--- config.mk ---
export PLATFORM = sky130hd
export DESIGN_NAME = ex_muldiv_unit_flat
export DESIGN_NICKNAME = d
export VERILOG_FILES = /design/src/rtl/muldiv_pkg.sv /design/src/rtl/ex_muldiv_unit_if.sv /design/src/rtl/ex_muldiv_unit_div_core.sv /design/src/rtl/ex_muldiv_unit.sv /design/src/flat_wrapper.sv
export SDC_FILE = /design/constraint.sdc
export NUM_CORES = 2
export LEC_CHECK = 0
export ABC_AREA = 1
export CORE_MARGIN = 8
export CORE_UTILIZATION = 54
export DETAILED_ROUTE_END_ITERATION = 16
export GPL_TIMING_DRIVEN = 0
export PLACE_DENSITY = 0.74
export REMOVE_ABC_BUFFERS = 1
export SLEW_MARGIN = 10
export SYNTH_ARGS = -nofsm -noshare
export SYNTH_HDL_FRONTEND = slang
export SYNTH_HIERARCHICAL = 1
export SYNTH_SLANG_ARGS = --single-unit
--- constraint.sdc ---
create_clock -name clk -period 3.4 [get_ports clk]
set_input_delay 0.68 -clock clk [delete_from_list [all_inputs] [get_ports clk]]
set_output_delay 0.68 -clock clk [all_outputs]
set_load 0.02 [all_outputs]
--- src/rtl/muldiv_pkg.sv ---
// Shared encodings for the EX-stage RV32M multiply/divide unit:
// funct3 opcodes, forwarding-select codes and controller states.
package muldiv_pkg;

    localparam logic [2:0] F3_MUL    = 3'b000;
    localparam logic [2:0] F3_MULH   = 3'b001;
    localparam logic [2:0] F3_MULHSU = 3'b010;
    localparam logic [2:0] F3_MULHU  = 3'b011;
    localparam logic [2:0] F3_DIV    = 3'b100;
    localparam logic [2:0] F3_DIVU   = 3'b101;
    localparam logic [2:0] F3_REM    = 3'b110;
    localparam logic [2:0] F3_REMU   = 3'b111;

    localparam logic [1:0] FWD_RF  = 2'b00;
    localparam logic [1:0] FWD_WB  = 2'b01;
    localparam logic [1:0] FWD_MEM = 2'b10;

    typedef enum logic [1:0] {
        IDLE = 2'b00,
        DIV  = 2'b01,
        DONE = 2'b10
    } state_e;

    // All DIV/DIVU/REM/REMU encodings have funct3[2] set.
    function automatic logic is_divrem(input logic [2:0] f3);
        return f3[2];
    endfunction

endpackage

--- src/rtl/ex_muldiv_unit_if.sv ---
// Pipeline-side bundle of the multiply/divide unit: ID/EX operands,
// forwarding inputs, flush, and the result/stall signals back.
interface ex_muldiv_unit_if #(parameter int XLEN = 32);

    logic            in_valid;
    logic [2:0]      funct3;
    logic [4:0]      rd_in;
    logic [XLEN-1:0] rs1_data;
    logic [XLEN-1:0] rs2_data;
    logic [XLEN-1:0] mem_fwd_data;
    logic [XLEN-1:0] wb_fwd_data;
    logic [1:0]      forward_a;
    logic [1:0]      forward_b;
    logic            flush;
    logic            stall;
    logic            out_valid;
    logic [XLEN-1:0] result;
    logic [4:0]      rd_out;

    modport master (
        output in_valid, funct3, rd_in, rs1_data, rs2_data,
               mem_fwd_data, wb_fwd_data, forward_a, forward_b, flush,
        input  stall, out_valid, result, rd_out
    );

    modport slave (
        input  in_valid, funct3, rd_in, rs1_data, rs2_data,
               mem_fwd_data, wb_fwd_data, forward_a, forward_b, flush,
        output stall, out_valid, result, rd_out
    );

endinterface

--- src/rtl/ex_muldiv_unit_div_core.sv ---
// Iterative unsigned restoring divider, one quotient bit per cycle.
// quotient/remainder show the post-step values, so they are final while done=1.
module div_core #(
    parameter int XLEN      = 32,
    parameter int DIV_STEPS = XLEN
) (
    input  logic            clk,
    input  logic            rst_n,
    input  logic            kill,
    input  logic            start,
    input  logic [XLEN-1:0] dividend,
    input  logic [XLEN-1:0] divisor,
    output logic [XLEN-1:0] quotient,
    output logic [XLEN-1:0] remainder,
    output logic            done
);

    localparam int CNT_W = $clog2(DIV_STEPS + 1);

    logic [XLEN-1:0]  rem_r;
    logic [XLEN-1:0]  quo_r;
    logic [XLEN-1:0]  dsr_r;
    logic [CNT_W-1:0] cnt_r;
    logic             busy_r;

    logic [XLEN:0]    partial_s;
    logic [XLEN:0]    diff_s;
    logic [XLEN-1:0]  rem_next_s;
    logic [XLEN-1:0]  quo_next_s;
    logic             qbit_s;

    // One restoring step: shift in the next dividend bit, subtract if it fits.
    always_comb begin
        partial_s = {rem_r, quo_r[XLEN-1]};
        diff_s    = partial_s - {1'b0, dsr_r};
        if (diff_s[XLEN] == 1'b0) begin
            rem_next_s = diff_s[XLEN-1:0];
            qbit_s     = 1'b1;
        end else begin
            rem_next_s = partial_s[XLEN-1:0];
            qbit_s     = 1'b0;
        end
        quo_next_s = {quo_r[XLEN-2:0], qbit_s};
    end

    // Divider state: load on start, step while busy, abort on kill.
    always_ff @(posedge clk or negedge rst_n) begin
        if (!rst_n) begin
            rem_r  <= {XLEN{1'b0}};
            quo_r  <= {XLEN{1'b0}};
            dsr_r  <= {XLEN{1'b0}};
            cnt_r  <= {CNT_W{1'b0}};
            busy_r <= 1'b0;
        end else if (kill) begin
            cnt_r  <= {CNT_W{1'b0}};
            busy_r <= 1'b0;
        end else if (start) begin
            rem_r  <= {XLEN{1'b0}};
            quo_r  <= dividend;
            dsr_r  <= divisor;
            cnt_r  <= CNT_W'(DIV_STEPS - 1);
            busy_r <= 1'b1;
        end else if (busy_r) begin
            rem_r <= rem_next_s;
            quo_r <= quo_next_s;
            if (cnt_r == {CNT_W{1'b0}}) begin
                busy_r <= 1'b0;
            end else begin
                cnt_r <= cnt_r - CNT_W'(1);
            end
        end
    end

    assign quotient  = quo_next_s;
    assign remainder = rem_next_s;
    assign done      = busy_r && (cnt_r == {CNT_W{1'b0}});

endmodule

--- src/rtl/ex_muldiv_unit.sv ---
// EX-stage RV32M unit: forwarding muxes, single-cycle multiplier, iterative
// divider with sign fix-up, and the registered result toward EX/MEM.
module ex_muldiv_unit
    import muldiv_pkg::*;
#(
    parameter int XLEN      = 32,
    parameter int DIV_STEPS = XLEN
) (
    input  logic               clk,
    input  logic               rst_n,
    ex_muldiv_unit_if.slave    bus
);

    state_e            state_r;
    state_e            state_next_s;

    logic [XLEN-1:0]   op_a_s;
    logic [XLEN-1:0]   op_b_s;
    logic              issue_s;
    logic              issue_div_s;

    logic              mul_a_sx_s;
    logic              mul_b_sx_s;
    logic [2*XLEN-1:0] mul_a_s;
    logic [2*XLEN-1:0] mul_b_s;
    logic [2*XLEN-1:0] prod_s;
    logic [XLEN-1:0]   mul_res_s;

    logic              div_signed_s;
    logic [XLEN-1:0]   div_dividend_s;
    logic [XLEN-1:0]   div_divisor_s;
    logic [XLEN-1:0]   div_q_s;
    logic [XLEN-1:0]   div_r_s;
    logic              div_done_s;

    logic [XLEN-1:0]   a_r;
    logic [XLEN-1:0]   b_r;
    logic              signed_r;
    logic              rem_sel_r;
    logic [4:0]        rd_r;

    logic [XLEN-1:0]   q_fix_s;
    logic [XLEN-1:0]   r_fix_s;
    logic [XLEN-1:0]   div_res_s;

    logic              out_valid_r;
    logic [XLEN-1:0]   result_r;
    logic [4:0]        rd_out_r;

    // Operand selection from the forwarding codes; code 11 falls back to the register file.
    always_comb begin
        case (bus.forward_a)
            FWD_WB:  op_a_s = bus.wb_fwd_data;
            FWD_MEM: op_a_s = bus.mem_fwd_data;
            default: op_a_s = bus.rs1_data;
        endcase
        case (bus.forward_b)
            FWD_WB:  op_b_s = bus.wb_fwd_data;
            FWD_MEM: op_b_s = bus.mem_fwd_data;
            default: op_b_s = bus.rs2_data;
        endcase
    end

    // Issue qualification, multiplier, and divider operand magnitudes.
    always_comb begin
        issue_s     = bus.in_valid && !bus.flush && ((state_r == IDLE) || (state_r == DONE));
        issue_div_s = issue_s && is_divrem(bus.funct3);

        case (bus.funct3)
            F3_MUL, F3_MULH: begin
                mul_a_sx_s = 1'b1;
                mul_b_sx_s = 1'b1;
            end
            F3_MULHSU: begin
                mul_a_sx_s = 1'b1;
                mul_b_sx_s = 1'b0;
            end
            default: begin
                mul_a_sx_s = 1'b0;
                mul_b_sx_s = 1'b0;
            end
        endcase
        // Extending to 2*XLEN makes a plain product exact for every signedness mix.
        mul_a_s = {{XLEN{mul_a_sx_s & op_a_s[XLEN-1]}}, op_a_s};
        mul_b_s = {{XLEN{mul_b_sx_s & op_b_s[XLEN-1]}}, op_b_s};
        prod_s  = mul_a_s * mul_b_s;
        if (bus.funct3 == F3_MUL) begin
            mul_res_s = prod_s[XLEN-1:0];
        end else begin
            mul_res_s = prod_s[2*XLEN-1:XLEN];
        end

        div_signed_s = !bus.funct3[0];
        if (div_signed_s && op_a_s[XLEN-1]) begin
            div_dividend_s = -op_a_s;
        end else begin
            div_dividend_s = op_a_s;
        end
        if (div_signed_s && op_b_s[XLEN-1]) begin
            div_divisor_s = -op_b_s;
        end else begin
            div_divisor_s = op_b_s;
        end
    end

    div_core #(
        .XLEN      (XLEN),
        .DIV_STEPS (DIV_STEPS)
    ) u_div_core (
        .clk       (clk),
        .rst_n     (rst_n),
        .kill      (bus.flush),
        .start     (issue_div_s),
        .dividend  (div_dividend_s),
        .divisor   (div_divisor_s),
        .quotient  (div_q_s),
        .remainder (div_r_s),
        .done      (div_done_s)
    );

    // Sign restoration and the RISC-V divide-by-zero / overflow results.
    always_comb begin
        if (b_r == {XLEN{1'b0}}) begin
            q_fix_s = {XLEN{1'b1}};
            r_fix_s = a_r;
        end else if (signed_r && (a_r == {1'b1, {(XLEN-1){1'b0}}}) && (b_r == {XLEN{1'b1}})) begin
            q_fix_s = a_r;
            r_fix_s = {XLEN{1'b0}};
        end else begin
            if (signed_r && (a_r[XLEN-1] ^ b_r[XLEN-1])) begin
                q_fix_s = -div_q_s;
            end else begin
                q_fix_s = div_q_s;
            end
            if (signed_r && a_r[XLEN-1]) begin
                r_fix_s = -div_r_s;
            end else begin
                r_fix_s = div_r_s;
            end
        end
        if (rem_sel_r) begin
            div_res_s = r_fix_s;
        end else begin
            div_res_s = q_fix_s;
        end
    end

    // Controller next state; flush overrides everything.
    always_comb begin
        state_next_s = state_r;
        if (bus.flush) begin
            state_next_s = IDLE;
        end else begin
            case (state_r)
                IDLE: begin
                    if (issue_div_s) begin
                        state_next_s = DIV;
                    end else begin
                        state_next_s = IDLE;
                    end
                end
                DIV: begin
                    if (div_done_s) begin
                        state_next_s = DONE;
                    end else begin
                        state_next_s = DIV;
                    end
                end
                DONE: begin
                    if (issue_div_s) begin
                        state_next_s = DIV;
                    end else begin
                        state_next_s = IDLE;
                    end
                end
                default: state_next_s = IDLE;
            endcase
        end
    end

    // Controller state register.
    always_ff @(posedge clk or negedge rst_n) begin
        if (!rst_n) begin
            state_r <= IDLE;
        end else begin
            state_r <= state_next_s;
        end
    end

    // Issue-time capture of the operands and op flags used by the fix-up.
    always_ff @(posedge clk or negedge rst_n) begin
        if (!rst_n) begin
            a_r       <= {XLEN{1'b0}};
            b_r       <= {XLEN{1'b0}};
            signed_r  <= 1'b0;
            rem_sel_r <= 1'b0;
            rd_r      <= 5'd0;
        end else if (issue_s) begin
            a_r       <= op_a_s;
            b_r       <= op_b_s;
            signed_r  <= !bus.funct3[0];
            rem_sel_r <= bus.funct3[1];
            rd_r      <= bus.rd_in;
        end
    end

    // Result register: multiplies one cycle after issue, divides on entry to DONE.
    always_ff @(posedge clk or negedge rst_n) begin
        if (!rst_n) begin
            out_valid_r <= 1'b0;
            result_r    <= {XLEN{1'b0}};
            rd_out_r    <= 5'd0;
        end else if (bus.flush) begin
            out_valid_r <= 1'b0;
        end else if (issue_s && !issue_div_s) begin
            out_valid_r <= 1'b1;
            result_r    <= mul_res_s;
            rd_out_r    <= bus.rd_in;
        end else if ((state_r == DIV) && div_done_s) begin
            out_valid_r <= 1'b1;
            result_r    <= div_res_s;
            rd_out_r    <= rd_r;
        end else begin
            out_valid_r <= 1'b0;
        end
    end

    assign bus.stall     = (state_r == DIV) || issue_div_s;
    assign bus.out_valid = out_valid_r;
    assign bus.result    = result_r;
    assign bus.rd_out    = rd_out_r;

endmodule

--- src/flat_wrapper.sv ---
// flat-port wrapper written by rule: the top's interface ports become plain ports
module ex_muldiv_unit_flat import muldiv_pkg::*;
#(
    parameter int XLEN      = 32,
    parameter int DIV_STEPS = XLEN
)
  (clk, rst_n, bus_in_valid, bus_funct3, bus_rd_in, bus_rs1_data, bus_rs2_data, bus_mem_fwd_data, bus_wb_fwd_data, bus_forward_a, bus_forward_b, bus_flush, bus_stall, bus_out_valid, bus_result, bus_rd_out);
  ex_muldiv_unit_if #(.XLEN(XLEN)) bus_i ();
  input  logic clk;
  input  logic rst_n;
  input wire logic [$bits(bus_i.in_valid)-1:0] bus_in_valid;
  input wire logic [$bits(bus_i.funct3)-1:0] bus_funct3;
  input wire logic [$bits(bus_i.rd_in)-1:0] bus_rd_in;
  input wire logic [$bits(bus_i.rs1_data)-1:0] bus_rs1_data;
  input wire logic [$bits(bus_i.rs2_data)-1:0] bus_rs2_data;
  input wire logic [$bits(bus_i.mem_fwd_data)-1:0] bus_mem_fwd_data;
  input wire logic [$bits(bus_i.wb_fwd_data)-1:0] bus_wb_fwd_data;
  input wire logic [$bits(bus_i.forward_a)-1:0] bus_forward_a;
  input wire logic [$bits(bus_i.forward_b)-1:0] bus_forward_b;
  input wire logic [$bits(bus_i.flush)-1:0] bus_flush;
  output wire logic [$bits(bus_i.stall)-1:0] bus_stall;
  output wire logic [$bits(bus_i.out_valid)-1:0] bus_out_valid;
  output wire logic [$bits(bus_i.result)-1:0] bus_result;
  output wire logic [$bits(bus_i.rd_out)-1:0] bus_rd_out;
  assign bus_i.in_valid = bus_in_valid;
  assign bus_i.funct3 = bus_funct3;
  assign bus_i.rd_in = bus_rd_in;
  assign bus_i.rs1_data = bus_rs1_data;
  assign bus_i.rs2_data = bus_rs2_data;
  assign bus_i.mem_fwd_data = bus_mem_fwd_data;
  assign bus_i.wb_fwd_data = bus_wb_fwd_data;
  assign bus_i.forward_a = bus_forward_a;
  assign bus_i.forward_b = bus_forward_b;
  assign bus_i.flush = bus_flush;
  assign bus_stall = bus_i.stall;
  assign bus_out_valid = bus_i.out_valid;
  assign bus_result = bus_i.result;
  assign bus_rd_out = bus_i.rd_out;
  ex_muldiv_unit #(.XLEN(XLEN), .DIV_STEPS(DIV_STEPS)) u_core (.clk(clk), .rst_n(rst_n), .bus(bus_i));
endmodule
==> metrics.md, run 1 <==
| Metric | Value |
|---|---|
| Async S/R FF share, synth | 1.000 |
| Err | [ERROR GRT-0232] Routing congestion too high. Check the congestion heatmap in the GUI. |
| Failing step | 5_1_grt |
| Placer congestion estimate | 1.026 |
| Post-DP HPWL | 177.9 mm |
| YS warnings | 6 |
| Bufs on Longest Clock Path | 3 |
| Cell taking the most area after synthesis | fa_1 |
| Synth Instances | 7620 |
| Run status | stopped before the end |
| H-tree Lvls | 1 |
| FF+latch count, synth | 214 |
| Pin count of the biggest net entering global routing | 94 |
| Predominant post-synthesis flop cell | dfrtp_1 |
| Ranking of synthesized cells by area | fa_1, nand2_1, inv_1, dfrtp_1, ha_1 |
| Row Count | 119 |
| Synth Cell Area | 56800 µm² |
| Post-synthesis sequential area ratio | 0.09428 |
| Die H | 340.3 µm |
| Synth unique cells | 55 |
| Number of enable flip-flop cells after synthesis | 0 |
| Sink Count | 214 |
| Clock root buffer | clkbuf_16 |
| Grt ovf | 146 |
| Die width | 340.3 µm |
| TritonCTS Buffers | 24 |
| GRT Util Overall | 0.5797 |
| Synth top area share | 0.3968 |
| Initial Util | 0.5419 |
| Hold buffers post-CTS | 0 |
| Io pins | 183 |
| Syn_area_per_cell | 7.454 µm² |
| I/O Buffers | 182 |
## repair_timing
action                                   CTS
cloned                                    47
endpoints found under the setup margin   145
resized for setup                       1084
pin swaps                                360
buffers inserted                         442
## cell families after synthesis
kind of cell	share of synthesized area
AOI/OAI and AO/OA	0.07000
muxes	0.0001982
buffers and inverters	0.1375
xor gates and xnor gates	0.01943
DFF	0.09428
and+or+nand+nor	0.2258
adders and majority gates	0.4528
## stage by stage
step	worst slack (ns)	TNS, ns	instances	cell area (µm²)	util
after floorplan	-6.032	-487.38	7280	55280	-
after global placement	-11.61	-2906.85	8853	58840	0.5613
after detailed placement	-8.743	-487.00	8905	60380	0.5760
after CTS	-4.990	-157.38	9438	69720	0.6652
## metal layers
layer	global-route usage	GRT overflow
met1	0.6148	4
met2	0.7407	73
met3	0.4229	5
met4	0.4732	63
met5	0.2553	1
## synthesized netlist by cell type, types with 19 or more instances
library cell / number
dfrtp_1: 214
buf_2: 28
nor2_1: 815
inv_2: 34
inv_1: 1625
o21ai_1: 38
o211ai_1: 35
nor4_1: 28
fa_1: 1126
nand3_1: 258
and2_1: 30
a31oi_1: 19
nand2_2: 26
nand2_1: 1881
a21oi_1: 238
clkbuf_1: 242
nor3_1: 51
o21ai_0: 292
xor2_1: 99
nand4_1: 46
xnor2_1: 27
buf_1: 24
buf_4: 37
ha_1: 254
==> run 2, diff against run 1 <==
--- a/config.mk
+++ b/config.mk
@@ -7,10 +7,10 @@
 export LEC_CHECK = 0
 export ABC_AREA = 1
 export CORE_MARGIN = 8
-export CORE_UTILIZATION = 54
+export CORE_UTILIZATION = 39
 export DETAILED_ROUTE_END_ITERATION = 16
 export GPL_TIMING_DRIVEN = 0
-export PLACE_DENSITY = 0.74
+export PLACE_DENSITY_LB_ADDON = 0.15
 export REMOVE_ABC_BUFFERS = 1
 export SLEW_MARGIN = 10
 export SYNTH_ARGS = -nofsm -noshare
==> constraint.sdc (replaced) <==
create_clock -name clk -period 4.4 [get_ports clk]
set_input_delay 0.88 -clock clk [delete_from_list [all_inputs] [get_ports clk]]
set_output_delay 0.88 -clock clk [all_outputs]
set_load 0.02 [all_outputs]
==> metrics.md, run 2 <==
| Metric | Value |
|---|---|
| Compound-Gate Fraction of Synth Area | 0.07000 |
| Post-Synth XOR/XNOR Area | 0.01943 |
| Initial antenna violation count | 15 |
| Synth top area share | 0.3968 |
| Buf/Inv on CP | 16 |
| Failing checks | negative setup slack |
| Fin. max-slew vios | 0 |
| Number of enable flip-flop cells after synthesis | 0 |
| Adder-cell area share of the yosys netlist | 0.4528 |
| Syn-to-layout area delta | 25.76% |
| TritonCTS Buffers | 24 |
| WP data required | 4.85 ns |
| Predominant post-synthesis flop cell | dfrtp_1 |
| Post-synthesis sequential area ratio | 0.09428 |
| Die H | 397.6 µm |
| CP top delay family | adder cells |
| Drt pass-1 iters | 6 |
| Delay of the slowest cell on the worst path | 0.61 ns |
| Placer congestion estimate | 0.9597 |
| Kind of critical path | in -> reg |
| Most frequent cells in the layout | nand2_1, inv_1, fa_1, nor2_1, buf_4 |
| Worst path slowest cell | fa_1 |
| # DRC | 0 |
| CP dominant cell by count | fa_1 |
| Leading cell type in the layout, fill and taps excluded | nand2_1 |
| Critical path peak fanout | 8 |
| Crit Reg-Reg Startpoint | u_core/u_div_core/quo_r[31] |
| Routed WL | 269.3 mm |
| Syn_area_per_cell | 7.454 µm² |
| Sink Count | 214 |
| Top-count cell post-synth | nand2_1 |
| Maxcap violations | 0 |
| Row Count | 140 |
| Number of global-route vias before repair | 55842 |
| Io pins | 183 |
| Synth top cells by count | nand2_1, inv_1, fa_1 |
| Run status | finished, violations left |
| Synth Instances | 7620 |
| DRT antenna net count | 0 |
| YS warnings | 6 |
| FF+latch count, synth | 214 |
| Final Setup Violations | 32 |
| Achievable frequency | 117.9 MHz |
| Hold Vio Cnt, Final | 0 |
| Vias per cell | 5.446 |
| Slew @ Worst Pin | 1.173 ns |
| Initial Util | 0.3912 |
| Final Cycle Share | 1.927 |
| GRT Util Overall | 0.3342 |
| Share of layout cells above drive strength 1 | 0.1798 |
| Async S/R FF share, synth | 1.000 |
| Max-slew headroom at the worst pin | 0.2172 |
| Ranking of synthesized cells by area | fa_1, nand2_1, inv_1, dfrtp_1, ha_1 |
| Cell taking the most area after synthesis | fa_1 |
| CP endpoint kind | flop |
| Setup slack after layout | -4.079 ns |
| Die width | 397.6 µm |
| Post-DP HPWL | 192.7 mm |
| FF-to-FF path depth | 28 |
| Via count | 54191 |
| Startpoint class of the critical path | input pin |
| H-tree Lvls | 1 |
| Synth Cell Area | 56800 µm² |
| HP Class | in -> async |
| RSZ-0062 raised after global routing | yes |
| Crit path time final | 8.479 ns |
| Final clock skew | 0.03617 ns |
| CORE AREA | 145200 µm² |
| R2R setup slack | -0.75 ns |
| Largest family of logic cells by synthesized area | adder cells |
| Die Footprint | 158100 µm² |
| Routed WL per cell | 27.07 µm |
| Synth unique cells | 55 |
| Nets | 9534 |
| Grt ovf | 0 |
| Clock root buffer | clkbuf_16 |
| Worst flop-to-flop path endpoint | u_core/bus.result[16] |
| Post-synthesis mux area share | 0.0001982 |
| Clk slew on worst S/H paths | 0.06 ns |
| First-pass GRT wire length | 385.6 mm |
| CTS tree | built |
| I/O Buffers | 182 |
| Util after Layout | 0.4919 |
| Synth Area in Simple Gates | 0.2258 |
| Clk_lat worst skew | 0.57 ns |
| Data arrival, critical path | 8.93 ns |
| Initial DRC Count | 5646 |
| Fillcell total | 14048 |
| Pin count of the biggest net entering global routing | 104 |
| Bufs on Longest Clock Path | 3 |
==> run 2: cell counts after synthesis <==
Identical to the previous run, type by type.
==> run 2: kinds of logic after synthesis <==
family                   after synthesis
flip-flops                           214
AND/OR/NAND/NOR                     3179
AO/OA/AOI/OAI                        706
multiplexers                           1
adder cells (fa/ha/maj)             1380
buffers and inverters               2014
XOR/XNOR                             126
==> run 2: area by class of cell <==
type                    count  area, µm²  share of cell area
diodes                      6      15.01           0.0002102
flip-flops and latches    214       5355             0.07497
clock inverters            11      98.84            0.001384
clock buffers              32      691.9            0.009686
multi-input cells        5397      47740              0.6683
repair inverters           34      402.9            0.005640
repair buffers            665       7580              0.1061
inverters                1674       7153              0.1001
well taps                1917       2399             0.03358
==> run 2: metal layers <==
metal / up-vias / wire, µm / track usage
li1: 23363 / - / -
met1: 27204 / 101500 / 0.4204
met2: 2854 / 118900 / 0.5285
met3: 762 / 29250 / 0.08450
met4: 8 / 19620 / 0.1808
met5: - / 37 / 0
==> run 2: worst max path at each step <==
stage                           from                     to  cells after the start
finish              bus_forward_b[0]  u_core/bus.result[19]                     39
global route        bus_forward_b[0]  u_core/bus.result[30]                     41
CTS                 bus_forward_a[0]  u_core/bus.result[30]                     42
detailed placement  bus_forward_b[0]   u_core/bus.result[1]                     34
global placement    bus_forward_b[0]   u_core/bus.result[2]                     33
floorplan           bus_forward_b[0]  u_core/bus.result[22]                     32
==> run 2: metrics by stage <==
step                      cells  TNS [ns]  instance area, µm²  hold slack (ns)  setup slack (ns)
final                      9950   -125.37               71430           0.1685            -4.079
after global routing       9944   -130.53               71420           0.1711            -4.312
after CTS                  9835   -122.04               69070           0.1514            -3.945
after detailed placement   9438   -368.79               61220           0.4696            -8.486
after global placement     9379  -2792.08               59500           0.4645            -11.79
after floorplan            7280   -365.36               55280           0.4495            -5.232
==> run 2: what timing repair did <==
item | CTS | global route
resized for setup | 993 | 400
hold endpoints to repair | 0 | 0
buffers inserted | 316 | 102
endpoints found under the setup margin | 123 | 67
pin swaps | 246 | 238
cloned | 39 | 8
hold buffers | 0 | 0
Power of run 2 is left out: the tool's default activity adds up to more than one toggle a clock period on the data nets, which glitch-free logic cannot reach.
